$ cat config.mk
export PLATFORM = sky130hd
export DESIGN_NAME = sprite_rom_arbiter
export DESIGN_NICKNAME = d
export VERILOG_FILES = /design/src/rtl/sprite_rom_arbiter.sv
export SDC_FILE = /design/constraint.sdc
export NUM_CORES = 1
export LEC_CHECK = 0
export CAP_MARGIN = 20
export CORE_ASPECT_RATIO = 1.1
export CORE_MARGIN = 2
export CORE_UTILIZATION = 33
export CTS_CLUSTER_DIAMETER = 100
export DETAILED_ROUTE_END_ITERATION = 10
export PLACE_DENSITY = 0.73
export SYNTH_ARGS = -nofsm -noshare
export SYNTH_HDL_FRONTEND = slang
export SYNTH_SLANG_ARGS = --single-unit
$ cat constraint.sdc
create_clock -name Clk -period 2.04 [get_ports Clk]
set_input_delay 0.306 -clock Clk [delete_from_list [all_inputs] [get_ports Clk]]
set_output_delay 0.306 -clock Clk [all_outputs]
set_load 0.02 [all_outputs]
$ cat src/rtl/sprite_rom_arbiter.sv
// Round-robin arbiter sharing one synchronous sprite ROM among NUM_REQ pixel fetchers.
// A tag pipeline follows each granted read so the returning word is steered to its owner.
module sprite_rom_arbiter #(
    parameter int NUM_REQ     = 3,
    parameter int ADDR_W      = 15,
    parameter int DATA_W      = 24,
    parameter int ROM_LATENCY = 2
) (
    input  logic                      Clk,
    input  logic                      Reset,
    input  logic [NUM_REQ-1:0]        Req,
    input  logic [NUM_REQ*ADDR_W-1:0] Addr,
    output logic [NUM_REQ-1:0]        Gnt,
    output logic                      RomRdEn,
    output logic [ADDR_W-1:0]         RomAddr,
    input  logic [DATA_W-1:0]         RomData,
    output logic [NUM_REQ-1:0]        RdValid,
    output logic [DATA_W-1:0]         RdData,
    output logic                      Busy
);

    localparam int              ID_W      = (NUM_REQ > 1) ? $clog2(NUM_REQ) : 1;
    localparam logic [ID_W:0]   NUM_REQ_W = (ID_W + 1)'(NUM_REQ);
    localparam logic [ID_W-1:0] LAST_ID   = ID_W'(NUM_REQ - 1);

    function automatic logic [NUM_REQ-1:0] onehot(input logic [ID_W-1:0] id);
        logic [NUM_REQ-1:0] v;
        v = '0;
        for (int i = 0; i < NUM_REQ; i++) begin
            v[i] = (id == ID_W'(i));
        end
        return v;
    endfunction

    logic [ID_W-1:0]    ptr_q, ptr_d, ptr_eff;
    logic               hit_hi, hit_lo, gnt_any;
    logic [ID_W-1:0]    win_hi, win_lo, win_id;
    logic [ADDR_W-1:0]  addr_hi, addr_lo;

    logic [ROM_LATENCY:0] tag_vld_q, tag_vld_d;
    logic [ID_W-1:0]      tag_id_q [0:ROM_LATENCY];
    logic [ID_W-1:0]      tag_id_d [0:ROM_LATENCY];

    logic [NUM_REQ-1:0]   rd_valid_q, rd_valid_d;
    logic [DATA_W-1:0]    rd_data_q, rd_data_d;

    // Arbitration: the "hi" pass finds the first requester at or above the pointer,
    // the "lo" pass the first one overall, which is the winner after wrapping.
    always_comb begin
        ptr_eff = ({1'b0, ptr_q} >= NUM_REQ_W) ? '0 : ptr_q;
        hit_hi  = 1'b0;
        hit_lo  = 1'b0;
        win_hi  = '0;
        win_lo  = '0;
        addr_hi = '0;
        addr_lo = '0;
        for (int i = NUM_REQ - 1; i >= 0; i--) begin
            if (Req[i]) begin
                if (ID_W'(i) >= ptr_eff) begin
                    hit_hi  = 1'b1;
                    win_hi  = ID_W'(i);
                    addr_hi = Addr[i*ADDR_W +: ADDR_W];
                end
                hit_lo  = 1'b1;
                win_lo  = ID_W'(i);
                addr_lo = Addr[i*ADDR_W +: ADDR_W];
            end
        end

        gnt_any = hit_hi | hit_lo;
        win_id  = hit_hi ? win_hi : win_lo;
        Gnt     = gnt_any ? onehot(win_id) : '0;
        RomRdEn = gnt_any;
        RomAddr = gnt_any ? (hit_hi ? addr_hi : addr_lo) : '0;

        if (gnt_any) begin
            ptr_d = (win_id == LAST_ID) ? '0 : win_id + ID_W'(1);
        end else begin
            ptr_d = ptr_eff;
        end
    end

    // Tag pipeline: stage ROM_LATENCY-1 lines up with the cycle RomData is valid.
    always_comb begin
        tag_vld_d   = {tag_vld_q[ROM_LATENCY-1:0], RomRdEn};
        tag_id_d[0] = win_id;
        for (int k = 1; k <= ROM_LATENCY; k++) begin
            tag_id_d[k] = tag_id_q[k-1];
        end

        rd_valid_d = '0;
        rd_data_d  = rd_data_q;
        if (tag_vld_q[ROM_LATENCY-1]) begin
            rd_valid_d = onehot(tag_id_q[ROM_LATENCY-1]);
            rd_data_d  = RomData;
        end
    end

    always_ff @(posedge Clk or posedge Reset) begin
        if (Reset) begin
            ptr_q      <= '0;
            tag_vld_q  <= '0;
            for (int k = 0; k <= ROM_LATENCY; k++) begin
                tag_id_q[k] <= '0;
            end
            rd_valid_q <= '0;
            rd_data_q  <= '0;
        end else begin
            ptr_q      <= ptr_d;
            tag_vld_q  <= tag_vld_d;
            for (int k = 0; k <= ROM_LATENCY; k++) begin
                tag_id_q[k] <= tag_id_d[k];
            end
            rd_valid_q <= rd_valid_d;
            rd_data_q  <= rd_data_d;
        end
    end

    assign RdValid = rd_valid_q;
    assign RdData  = rd_data_q;
    assign Busy    = |tag_vld_q;

endmodule

==> out/results.ini, run 1 <==
[floorplanning]
start_util_pct=33.6
dieArea_sq_mm=0.00639
die_y_microns=83.7
die_x_microns=76.4
rows=29
pin_count=121
core_area_sq_mm=0.00566

[layout]
fin_cells=391
drive_above_1_share_pct=37.9
num_antenna_cells=0
final_nets=389
area_delta_synth_final_pct=92.2

[clock_tree]
clk_latency_ps=280
cts_tree=done
cts.path.max_buffers=2
clkSinkCount=36
cts-root-buf=clkbuf_8
clk_pin_slew_ps=70
cts_made_buffers=5
htree_levels=2

[global_routing]
grt_pass1_wl_mm=9.27
grt.overflow.total=0
antenna_found_initial=0
grtUsageTotal_pct=17.8
grt_max_degree=29
grt_pass1_vias=2000

[detailed_routing]
vias_per_cell=4.82
wl_met2_mm=2.97
drt_iter0_markers=80
ant_nets=0
top_layer_used=met4
drt-total-wl_mm=5.60
wl_met3_microns=391
dr.pass1.iters=4
drc_errors=0
wl_per_cell_microns=14.3
wl_met1_mm=2.13
vias=1884

[setup_path]
path_max_fanout=8
worstPathCellList=ha_4 > or4b_4 > o221a_4 > a21o_1 > o221a_2 > buf_6
max_stage_delay_ps=480
timing.critical_path.buf_inv=1
reg2reg_to=ptr_q[0]
crit_family=simple AND/OR/NAND/NOR gates
r2r_start=ptr_q[0]
crit_start=ptr_q[1]
worstRegToRegCells=7
crit_arrival_ps=2060
rrSetupSlack_ps=530
setup.worst_path.class=reg2out
end_kind=output port
slowest_stage=or4b_4
cp-start-kind=flip-flop
worstPathRequired_ps=1730

[sta]
finalSetupViolations=16
drv_slew=0
worst_pin_slew_ps=328
final.period_utilization_pct=116
rsz0062_at_grt=true
post-route-min-period_ps=2360
slew_headroom_pct=78.1
finalWorstSetupSlack_ps=-323
hold_viol_final=0
fmax_ghz=0.423
fin_skew_ps=5.93

[placed_design]
place_ws_ps=-608
numPortBuffers=120
placedCellCount=375
dp_hpwl_mm=4.15
gp_congestion=0.780

[synthesis]
async_flop_share_pct=100
synth_fp_nets=239
synth_top_area_share_pct=47.3
postSynthAreaPerCell_sq_um=11.7
synth-seq-area-share_pct=47.3
yosys_register_bits=36
yosys.area.top_type=dfrtp_1
syn_area_sq_mm=0.00190
syn_inst=163
yosys-top-cells-area=dfrtp_1 47%, mux2_2 14%, o221a_2 4.7%, a22oi_1 3.9%, a21o_1 3.5%
synth.most_common_cell=dfrtp_1
yosys_warnings=0
synth_common_cells=36 x dfrtp_1, 24 x mux2_2, 14 x inv_1, 10 x a22oi_1, 9 x a21o_1
synth.distinct_cells=38
synth_ff_type=dfrtp_1
synth-edff-count=0

[power]
p_leak_nw=1.59
ir_drop_mv=0.417
powerDensity_mw_per_mm2=767

[run]
cap_violations=0

[status]
status=finished with violations
violations=negative setup slack

[min_path]
min_path_type=in2async

[cell type report]
class | count | area (sq um)
clock inverters | 1 | 7.51
repair buffers | 154 | 1490
clock buffers | 7 | 86.3
well taps | 77 | 96.3
fillers | 461 | 2000
inverters | 14 | 52.6
flip-flops and latches | 36 | 901
multi-input cells | 102 | 1030
[worst max-delay path by stage]
stage                             to  slack (ps)  cells past startpoint
after detailed placement  RomAddr[8]        -610                      6
after CTS                 RomAddr[8]        -330                      6
after global placement    RomAddr[9]        -570                      6
final                     RomAddr[8]        -320                      6
after floorplan               Gnt[2]          40                      6
after global routing      RomAddr[8]        -360                      7
[logic make-up (layout without fill, tap and decap cells)]
kind of cell    after synthesis  count (layout)  synth area share (%)
mux                          24              24                  14.2
flops                        36              36                  47.3
compound gates               47              47                  21.9
fa+ha+maj                     2               2                  1.31
buf+inv                      25             176                  5.98
simple gates                 29              29                  9.33
[state kept, by name, summed over array words and instances (netlist names)]
register	cells
RdValid	3
ptr_q	2
tag_id_d	4
RdData	24
tag_vld_q	3
[cell usage in the layout (no fill, tap or decap), types with 3 or more instances in the layout]
cell,instances
a22oi_2,3
nand2b_4,4
a22oi_1,7
buf_4,31
dfrtp_1,36
clkdlybuf4s50_1,101
mux2_2,24
nand2_1,6
a21o_1,9
nor3b_1,3
o221ai_1,3
clkbuf_8,6
buf_6,21
inv_1,12
o221a_2,8
[layer usage]
metal / global-route usage (%) / vias to the layer above
li1: - / 907
met1: 19.8 / 893
met2: 31.6 / 73
met3: 5.95 / 11
met4: 6.45 / 0
met5: 0 / -
[tightest hold or removal path: stages]
cell             delay, ps
clkdlybuf4s50_1        390
inv_1                   60
buf_4                  210
[metrics by stage]
stage                     total power, W  area [sq um]  hold slack, ps  TNS, ps  utilization [%]
after floorplan                  0.00145          1900             331        0                -
after global placement           0.00206          3340             332    -9570             58.9
after detailed placement         0.00207          3340             340    -9990             58.9
after CTS                        0.00271          3540             333    -3620             62.5
after global routing             0.00296          3660             370    -4650             64.7
final                            0.00281          3660             332    -3530             64.7
[power by group]
part / internal, W / switching [W]
clock network: 0.000274 / 0.000236
logic: 0.000832 / 0.000641
registers: 0.000785 / 0.0000369
total: 0.00189 / 0.000914
[what timing repair did]
| action | 4_1_cts | 5_1_grt |
|---|---|---|
| setup endpoints to repair | 19 | 19 |
| hold buffers | 0 | 0 |
| setup buffers | 6 | 3 |
| gates resized for setup | 121 | 29 |
| pin swaps | 12 | 14 |
| endpoints found under the hold margin | 0 | 0 |
No activity file was read; power rests on OpenSTA's default activity.
==> inputs of run 2 (changes only) <==
--- a/config.mk
+++ b/config.mk
@@ -10,7 +10,9 @@
 export CORE_MARGIN = 2
 export CORE_UTILIZATION = 33
 export CTS_CLUSTER_DIAMETER = 100
+export CTS_CLUSTER_SIZE = 25
 export DETAILED_ROUTE_END_ITERATION = 10
+export HOLD_SLACK_MARGIN = 0.15
 export PLACE_DENSITY = 0.73
 export SYNTH_ARGS = -nofsm -noshare
 export SYNTH_HDL_FRONTEND = slang
==> results of run 2 <==
Final layout, timing and power as in run 1 (identical DEF).
